`config.mk`:
```
export PLATFORM = sky130hd
export DESIGN_NAME = demux_bs_reg
export DESIGN_NICKNAME = d
export VERILOG_FILES = /design/src/rtl/demux_bs_pkg.sv /design/src/rtl/demux_bs_slot.sv /design/src/rtl/demux_bs_reg.sv
export SDC_FILE = /design/constraint.sdc
export NUM_CORES = 1
export LEC_CHECK = 0
export ABC_AREA = 1
export BUFFER_PORTS_ARGS = -buffer_cell sky130_fd_sc_hd__buf_2
export CORE_MARGIN = 4
export CORE_UTILIZATION = 40
export DETAILED_ROUTE_END_ITERATION = 12
export GPL_TIMING_DRIVEN = 0
export PLACE_DENSITY = 0.71
export SYNTH_ARGS = -nofsm -noshare
export SYNTH_HDL_FRONTEND = slang
export SYNTH_HIERARCHICAL = 1
export SYNTH_SLANG_ARGS = --single-unit
```
`constraint.sdc`:
```
create_clock -name Clk -period 1.23 [get_ports Clk]
set_clock_uncertainty 0.15 [all_clocks]
set_input_delay 0.1845 -clock Clk [delete_from_list [all_inputs] [get_ports Clk]]
set_output_delay 0.1845 -clock Clk [all_outputs]
set_load 0.03 [all_outputs]
```
`src/rtl/demux_bs_pkg.sv`:
```
// Shared definitions for the registered 1-to-4 demultiplexer (channel indices, select decode).
package demux_bs_pkg;

  localparam int unsigned NUM_CH   = 4;
  localparam int unsigned CH_IDX_W = 2;

  localparam int unsigned CH_A = 0;
  localparam int unsigned CH_B = 1;
  localparam int unsigned CH_C = 2;
  localparam int unsigned CH_D = 3;

  // S0 is the MSB of the channel index, S1 the LSB.
  function automatic logic [CH_IDX_W-1:0] sel_idx(input logic s0, input logic s1);
    return {s0, s1};
  endfunction

endpackage

```
`src/rtl/demux_bs_slot.sv`:
```
// One-entry register slice for a single demux channel; a load in the same edge as a
// consume refills the slot so a channel sustains one word per cycle.
module demux_bs_slot
  import demux_bs_pkg::*;
#(
  parameter int unsigned W = 2
) (
  input  logic         clk_i,
  input  logic         rst_i,
  input  logic         load_i,
  input  logic [W-1:0] load_data_i,
  input  logic         out_ready_i,
  output logic         valid_o,
  output logic [W-1:0] data_o
);

  logic         valid_q, valid_d;
  logic [W-1:0] data_q,  data_d;

  always_comb begin
    valid_d = valid_q;
    data_d  = data_q;
    if (load_i) begin
      valid_d = 1'b1;
      data_d  = load_data_i;
    end else if (valid_q && out_ready_i) begin
      valid_d = 1'b0;
    end
  end

  always_ff @(posedge clk_i) begin
    if (rst_i) begin
      valid_q <= 1'b0;
      data_q  <= '0;
    end else begin
      valid_q <= valid_d;
      data_q  <= data_d;
    end
  end

  assign valid_o = valid_q;
  assign data_o  = data_q;

endmodule

```
`src/rtl/demux_bs_reg.sv`:
```
// Registered 1-to-4 demux with per-channel valid/ready slices.
// Define DEMUX_BS_ROUND_ROBIN_EN to take the channel from an internal A,B,C,D pointer instead of S0/S1.
module demux_bs_reg
  import demux_bs_pkg::*;
#(
  parameter int unsigned W = 2
) (
  input  logic         Clk,
  input  logic         Rst,
  input  logic [W-1:0] Din,
  input  logic         InValid,
  output logic         InReady,
  input  logic         S0,
  input  logic         S1,
  output logic [W-1:0] FA,
  output logic [W-1:0] FB,
  output logic [W-1:0] FC,
  output logic [W-1:0] FD,
  output logic [3:0]   OutValid,
  input  logic [3:0]   OutReady,
  output logic         Busy
);

  logic [CH_IDX_W-1:0] sel_c;
  logic                in_ready_c;
  logic                accept_c;
  logic [W-1:0]        data_c [NUM_CH];

`ifdef DEMUX_BS_ROUND_ROBIN_EN
  logic [CH_IDX_W-1:0] ptr_q, ptr_d;

  // Pointer only advances on an accepted word, so a stalled channel holds the order.
  always_comb begin
    ptr_d = ptr_q;
    if (accept_c) begin
      ptr_d = ptr_q + CH_IDX_W'(1);
    end
  end

  always_ff @(posedge Clk) begin
    if (Rst) begin
      ptr_q <= '0;
    end else begin
      ptr_q <= ptr_d;
    end
  end

  assign sel_c = ptr_q;
`else
  assign sel_c = sel_idx(S0, S1);
`endif

  assign in_ready_c = !Rst && (!OutValid[sel_c] || OutReady[sel_c]);
  assign accept_c   = InValid && in_ready_c;
  assign InReady    = in_ready_c;

  for (genvar i = 0; i < NUM_CH; i++) begin : g_slot
    demux_bs_slot #(.W(W)) u_slot (
      .clk_i       (Clk),
      .rst_i       (Rst),
      .load_i      (accept_c && (sel_c == CH_IDX_W'(i))),
      .load_data_i (Din),
      .out_ready_i (OutReady[i]),
      .valid_o     (OutValid[i]),
      .data_o      (data_c[i])
    );
  end

  assign FA   = data_c[CH_A];
  assign FB   = data_c[CH_B];
  assign FC   = data_c[CH_C];
  assign FD   = data_c[CH_D];
  assign Busy = |OutValid;

endmodule
```
== Yosys cells after proc, flatten, opt, wreduce, memory -nomap -nowiden ==
Cells that the tools add are included.

* Input bits: 11
* Register bits after elaboration: 12

* Multiplexer cells: 12
* $lt $le $gt $ge: 1
* Reduce and logical (&&, ||, !) cells: 19
* Equal/unequal tests: 3

{| class="wikitable"
|+ Operators by type and width
! cell !! number
|-
| $logic_and A1 B1 Y1 || 10
|-
| $mux W1 || 10
|-
| $reduce_bool A2 Y1 || 4
|-
| $bmux W1 S2 || 2
|-
| $eq A2 B2 Y1 const B || 2
|-
| $reduce_or A4 Y1 || 1
|-
| $lt A2 B3 Y1 const B || 1
|-
| $eq A2 B1 Y1 const B || 1
|-
| $logic_not A1 Y1 || 2
|-
| $logic_not A2 Y1 || 1
|-
| $logic_or A1 B1 Y1 || 1
|}

== Logic depth before layout (Yosys ltp) ==
Gate-level depths: netlist of the first run.

* Depth in word-level cells: 8
* Depth in mapped cells: 12

== Hierarchy ==
Netlist of the first run, hierarchy kept.

{| class="wikitable"
|+ Modules (own cells, without submodules)
! module !! times used !! cells each !! area an instance (um2) !! seq. area each (um2)
|-
| demux_bs_slot || 4 || 14 || 108.9 || 60.1
|-
| demux_bs_reg || 1 || 33 || 158.9 || 0.0
|}

== Worst setup path after synthesis of the first run ==
OpenSTA, ideal clock, no wires.

* Path type: register to output
* From: reg g_slot[3].u_slot.valid_q
* To: out InReady
* Setup slack: -0.286 ns
* Required time: 0.896 ns
* Cell stages (with the launch flop): 6
* Path buffers: 0
* Data arrival time: 1.182 ns
* Path through: dfxtp_1 -> nand2_1 -> nand2_1 -> nand2_1 -> nand2_2 -> a21oi_1

* Cells in the longest elaborated chain, start to end: 5

{| class="wikitable"
|+ Ends and longest elaborated chain
! item !! RTL line !! RTL
|-
| start: declaration || demux_bs_slot.sv:17 || <nowiki>logic valid_q, valid_d;</nowiki>
|-
| start signal: assignment || demux_bs_slot.sv:36 || <nowiki>valid_q <= valid_d;</nowiki>
|-
| $bmux W1 S2 || demux_bs_reg.sv:53 || <nowiki>assign in_ready_c = !Rst && (!OutValid[sel_c] || OutReady[sel_c]);</nowiki>
|-
| $mux W1 (not written as such) || demux_bs_reg.sv:53 ||
|-
| $logic_not A1 Y1 || demux_bs_reg.sv:53 ||
|-
| $logic_or A1 B1 Y1 || demux_bs_reg.sv:53 ||
|-
| $logic_and A1 B1 Y1 || demux_bs_reg.sv:53 ||
|-
| end: declaration || demux_bs_reg.sv:12 || <nowiki>output logic InReady,</nowiki>
|}

Every way passes these cells. The select of a mux whose other input is x is not followed.

== Worst setup path in the final report of the first run ==
* From: reg g_slot[0].u_slot.valid_q
* To: out Busy

* Cells in the longest elaborated chain, start to end: 1

{| class="wikitable"
|+ Ends and longest elaborated chain
! item !! RTL line !! RTL
|-
| start: declaration || demux_bs_slot.sv:17 ||
|-
| start signal: assignment || demux_bs_slot.sv:36 ||
|-
| $reduce_or A4 Y1 || demux_bs_reg.sv:73 || <nowiki>assign Busy = |OutValid;</nowiki>
|-
| end: declaration || demux_bs_reg.sv:21 || <nowiki>output logic Busy</nowiki>
|}

Every way passes these cells.

==> results.md, run 1 <==
* Status: finished, violations left
* Failing checks: negative setup slack
* Number of global-route vias before repair at 593
* Final WL at 1.43 mm
* Mapped Nets at 100
* Pwr Density at 1020 nW/um2
* Height of the die at 46.5 um
* Max FO, Critical Path at 2
* RSZ-0062 raised after global routing: true
* CP Launch Type: flop
* TritonCTS buffer count at 3
* Lkg Pwr at 0.446 nW
* CTS sink count at 12
* PnR worst setup slack at -0.380 ns
* Critical path's largest stage delay at 0.53 ns
* Clock share of power at 34.9%
* GP Congestion at 0.807
* Critical Path RT at 0.90 ns
* Area Growth Syn to Fin at 46.9%
* Synth warn at 6
* Pin count of the biggest net entering global routing at 11
* Max Cap Viol at 0
* Busiest grt layer: met2
* Clk_lat worst skew at 0.27 ns
* Family with the most delay on the worst path: simple AND/OR/NAND/NOR gates
* Met1 Track Usage GR at 19.4%
* Sw power at 0.248 mW
* Pwr Total at 0.888 mW
* DR iter-0 viols at 7
* CTS clk-pin slew, worst paths at 0.08 ns
* Logic pwr share at 19.5%
* Layout net count at 130
* CP max-delay cell: or4_4
* CTS H-tree depth at 1
* Slew HR at 84.6%
* FILL cells at 126
* Initial DRT Pass Iterations at 4
* Met2 GRT Util at 24.7%
* Initial antenna violation count at 0
* Worst Tran Pin Value at 0.231 ns
* CTS tree: done
* Switching fraction of total power at 28.0%
* Max Root-Sink Buffers at 2
* Sequential-to-total area share from yosys stat at 40.4%
* Final Hold Vio Count at 0
* N_diodes at 0
* Tmin final at 1.61 ns
* Mean Syn Cell Area at 6.68 um2
* Core Box Area at 1350 um2
* Synthesized flop and latch total at 12
* Critical setup path kind: reg -> out
* Synth top area share at 40.4%
* Share of layout cells above drive strength 1 at 50.0%
* Int Pwr at 0.639 mW
* Final Slew Violations at 0
* Initial Util at 44.0%
* CTS root buf: clkbuf_4
* Remaining Overflow, GRT at 0
* Vias per Instance at 4.75
* Final period util at 131%
* Fmax at 621 MHz
* CP Cell Sequence: or4_4 > buf_6
* Mapped Area at 594 um2
* Number of placed I/O pins at 25
* Post-DRT Antenna Nets at 0
* Hold Crit Class: in -> reg
* CTS hold repair buffers at 0
* Placed wire-length estimate at 1.08 mm
* Peak supply drop at 0.698 mV
* Met3 Use GR at 6.25%
* CP bufs+invs at 1
* Cells after synthesis at 89
* Worst EP arrival at 1.28 ns
* Global-route wire length before repair at 2.34 mm
* Area leader, netlist: dfxtp_1
* Port bufs at 23
* DR DRC count at 0
* Register share of total power at 45.5%
* Final setup fails at 14
* GRT Overall Usage at 15.5%
* Critical Path Sink Type: primary output
* Via count at 632
* Top cells by area, synth: dfxtp_1, nor2_1, nand2_1
* Row Count at 13
* Die area at 2170 um2
* Wire per inst at 10.8 um
* Synth unique cells at 15
* Hold WS at 0.0269 ns
* Die width at 46.5 um
[area by class of cell]
class                           count  area [um2]  area share (%)
Buffer                              1        11.3            1.29
Clock buffer                        4        36.3            4.15
Inverter                           16        62.6            7.16
Multi-Input combinational cell     60         335            38.4
Sequential cell                    12         250            28.7
Tap cell                           15        18.8            2.15
Timing Repair Buffer               25         159            18.2
[synthesized netlist by cell type]
library cell / n
nand2_1: 18
a21oi_2: 4
or4_1: 1
nand3_2: 1
a21oi_1: 1
inv_1: 10
nor2_2: 2
buf_6: 1
o21ai_0: 8
dfxtp_1: 12
nand2_2: 2
nor2_1: 20
inv_4: 1
nand3_1: 3
inv_2: 5
[per-stage QoR]
step	setup TNS (ns)	instance area, um2	setup WS (ns)	instances	utilization, %
2_1_floorplan	-1.15	634	-0.108	89	-
3_3_place_gp	-1.89	768	-0.182	127	56.9
3_5_place_dp	-2.21	768	-0.207	127	56.9
4_1_cts	-3.92	856	-0.383	133	63.4
5_1_grt	-4.92	873	-0.413	133	64.7
6_report	-3.91	873	-0.380	133	64.7
[flip-flops by register name, summed over array words and instances (netlist names)]
register               flops
g_slot.u_slot/data_o       8
g_slot.u_slot/valid_o      4
[routing by layer]
layer | up-vias | part of all wire, %
li1 | 332 | -
met1 | 283 | 44
met2 | 17 | 50
met3 | 0 | 6.7
met4 | 0 | 0
met5 | - | 0
[layout by cell type, fill, tap and decap left out]
cell / instances
a21oi_2: 5
buf_2: 19
buf_4: 1
buf_6: 6
clkbuf_4: 3
clkbuf_8: 1
dfxtp_1: 8
dfxtp_2: 2
dfxtp_4: 2
inv_1: 10
inv_2: 5
inv_4: 1
nand2_1: 18
nand2_2: 2
nand3_1: 3
nand3_4: 1
nor2_1: 12
nor2_2: 6
nor2_4: 4
o21ai_0: 8
or4_4: 1
[cells by family after synthesis]
family                 share of synthesized area [%]
and+or+nand+nor                                 33.7
buffers and inverters                           12.4
DFF                                             40.4
AOI/OAI and AO/OA                               13.5
[worst reg2reg max path: stages, from the launching register on]
cell and delay, ns:
dfxtp_2 0.33, buf_4 0.14, nand2_1 0.06, nand2_1 0.04, nand2_1 0.06, nand2_2 0.07, nand2_2 0.08, nand3_4 0.14
nor2_4 0.16, inv_2 0.07, nor2_2 0.08, nor2_1 0.05
[power groups by stage]
stage          logic [mW]  clock network (mW)  registers, mW
2_1_floorplan      0.0762                   0          0.438
3_3_place_gp        0.153                   0          0.413
3_5_place_dp        0.154                   0          0.414
4_1_cts             0.171               0.312          0.404
5_1_grt             0.189               0.335          0.406
6_report            0.173               0.310          0.404
[final timing paths]
kind | slack, ns | to | start | cells after the start
hold reg to reg | 0.35 | g_slot[0].u_slot/data_o[1] | g_slot[0].u_slot/data_o[1] | 2
setup reg to reg | -0.30 | g_slot[3].u_slot/data_o[0] | g_slot[0].u_slot/valid_o | 11
setup / recovery | -0.38 | Busy | g_slot[0].u_slot/valid_o | 2
hold / removal | 0.03 | g_slot[2].u_slot/valid_o | OutReady[2] | 4
[timing repair]
action                     4_1_cts  5_1_grt
setup endpoints to repair       14       16
buffers inserted                 2        0
resized for setup               10        6
pin swaps                        3        6
(Power assumes the default switching activity.)
==> run 2: changes to the inputs <==
Settings changed: GPL_TIMING_DRIVEN 0 to unset.
==> run 2 against run 1 <==
Effect of this change: the run still ends with negative setup slack left; die area unchanged; global-route usage up 3.0 points; setup slack worse by 0.014 ns; sequential power hardly changed; via count grew 8.5%; critical endpoint unchanged; highest routed layer is now met4.
==> results.md, run 2 (synthesis gave the netlist of run 1 again) <==
* Clk_lat worst skew at 0.27 ns (about the same)
* Switching fraction of total power at 28.0% (+0.088 points)
* Final period util at 132% (+1.1 points)
* CTS clk-pin slew, worst paths at 0.08 ns (about the same)
* TritonCTS buffer count at 3 (unchanged)
* Area Growth Syn to Fin at 63.4%
* Critical Path RT at 0.90 ns (about the same)
* DR DRC count at 0 (unchanged)
* Sw power at 0.257 mW (+3.5%)
* Pwr Total at 0.916 mW (+3.2%)
* Initial Util at 44.0% (unchanged)
* Wire per inst at 12.2 um (+14%)
* DR iter-0 viols at 9 (+2)
* Initial antenna violation count at 0 (unchanged)
* Die width at 46.5 um (unchanged)
* Critical Path Sink Type: primary output
* CTS sink count at 12 (unchanged)
* Layout net count at 140 (+7.7%)
* Vias per Instance at 4.80 (+0.95%)
* GP Congestion at 0.864 (+7.1%)
* CTS root buf: clkbuf_4
* Fmax at 616 MHz (-0.84%)
* Max FO, Critical Path at 3 (+1)
* Post-DRT Antenna Nets at 0 (unchanged)
* FF/Latch Area at 250 um2 (unchanged)
* Share of layout cells above drive strength 1 at 51.6% (+1.6 points)
* CTS H-tree depth at 1 (unchanged)
* Int Pwr at 0.659 mW (+3.0%)
* Final Slew Violations at 0 (unchanged)
* GRT Overall Usage at 18.5% (+3.0 points)
* Register share of total power at 44.3% (-1.2 points)
* Max reg flops at 8 (unchanged)
* RSZ-0062 raised after global routing: true
* Lkg Pwr at 0.506 nW (+13%)
* Initial DRT Pass Iterations at 4 (unchanged)
* Final Hold Vio Count at 0 (unchanged)
* Clock share of power at 33.5% (-1.4 points)
* Peak supply drop at 0.763 mV (+9.3%)
* Remaining Overflow, GRT at 0 (unchanged)
* Height of the die at 46.5 um (unchanged)
* Logic pwr share at 22.2% (+2.7 points)
* Port bufs at 24 (+4.3%)
* Most frequent cells in the layout: nand2_1, buf_2, nor2_1, inv_1, buf_6
* Worst Tran Pin Value at 0.262 ns (+0.0308 ns)
* Placed wire-length estimate at 1.21 mm (+13%)
* Number of global-route vias before repair at 622 (+4.9%)
* CP Launch Type: flop
* FILL cells at 113 (-10%)
* Status: finished, violations left
* Max Root-Sink Buffers at 2 (unchanged)
* Tmin final at 1.62 ns (+0.0136 ns)
* Die area at 2170 um2 (unchanged)
* Max Cap Viol at 0 (unchanged)
* Final WL at 1.75 mm (+22%)
* Multi-input logic area at 340 um2 (+1.5%)
* Worst EP arrival at 1.29 ns (about the same)
* Core Box Area at 1350 um2 (unchanged)
* CTS tree: done
* Critical setup path kind: reg -> out
* Failing checks: negative setup slack
* Row Count at 13 (unchanged)
* Global-route wire length before repair at 2.73 mm (+17%)
* Via count at 686 (+8.5%)
* Number of placed I/O pins at 25 (unchanged)
* Pin count of the biggest net entering global routing at 9 (-2)
* PnR worst setup slack at -0.394 ns (-0.0136 ns)
* Final setup fails at 14 (unchanged)
* Hold Crit Class: in -> reg
* N_diodes at 0 (unchanged)
* Pwr Density at 943 nW/um2 (-7.2%)
* Setup TNS at -3.42 ns (+0.489 ns)
* Slew HR at 82.5% (-2.1 points)
-- run 2: changes by cell type in the layout (fill, tap and decap cells not counted), sizes merged --
| cell | before | now |
|---|---|---|
| buf | 26 | 36 |
-- run 2: cell type report --
type / instances / share of cell area (%)
Timing Repair Buffer: 36 / 27.1
Clock buffer: 4 / 3.74
Tap cell: 15 / 1.93
Multi-Input combinational cell: 60 / 35.1
Inverter: 16 / 6.44
Sequential cell: 12 / 25.8
-- run 2: worst max-delay path, stage by stage, from the launching register on --
cell     delay [ns]
dfxtp_2        0.34
or4_4          0.52
buf_6          0.15
-- run 2: repair_timing --
action / in CTS / in global routing
buffers inserted: 3 / 0
hold buffers: 0 / 0
gates resized for setup: 20 / 4
setup endpoints to repair: 16 / 18
pin swaps: 10 / 2
-- run 2: layer usage --
layer / track usage, % / vias up / share of wire, %
met3: 4.30 / 6 / 6.5
met2: 29.9 / 25 / 51
met1: 21.4 / 303 / 40
met5: 0 / - / 0
met4: 11.9 / 0 / 2.6
li1: - / 352 / -
-- run 2: power by group through the flow --
stage               clock (mW)  sequential, mW  combinational, mW
floorplan                    0           0.438             0.0762
global placement             0           0.413              0.169
detailed placement           0           0.414              0.171
CTS                      0.318           0.405              0.196
global route             0.339           0.407              0.218
finish                   0.307           0.406              0.203
-- run 2: per-stage QoR --
stage               cells  worst slack [ns]  util [%]  cell area [um2]  hold WS (ns)
finish                143            -0.394      71.9              971        0.0522
global route          143            -0.425      71.9              971        0.0420
global placement      136            -0.193      61.4              830         0.318
detailed placement    136            -0.259      61.4              830         0.319
CTS                   143            -0.399      70.6              953        0.0254
floorplan              89            -0.108         -              634        0.0878
-- run 2: path summary, 6_finish.rpt --
check / to / start / slack, ns / cells past startpoint
worst max-delay path: Busy / g_slot[0].u_slot/valid_o / -0.39 / 2
worst min-delay path: g_slot[3].u_slot/valid_o / OutReady[3] / 0.05 / 4
worst max register to register: g_slot[2].u_slot/data_o[1] / g_slot[3].u_slot/valid_o / -0.27 / 11
worst min register to register: g_slot[0].u_slot/data_o[1] / g_slot[0].u_slot/data_o[1] / 0.35 / 2
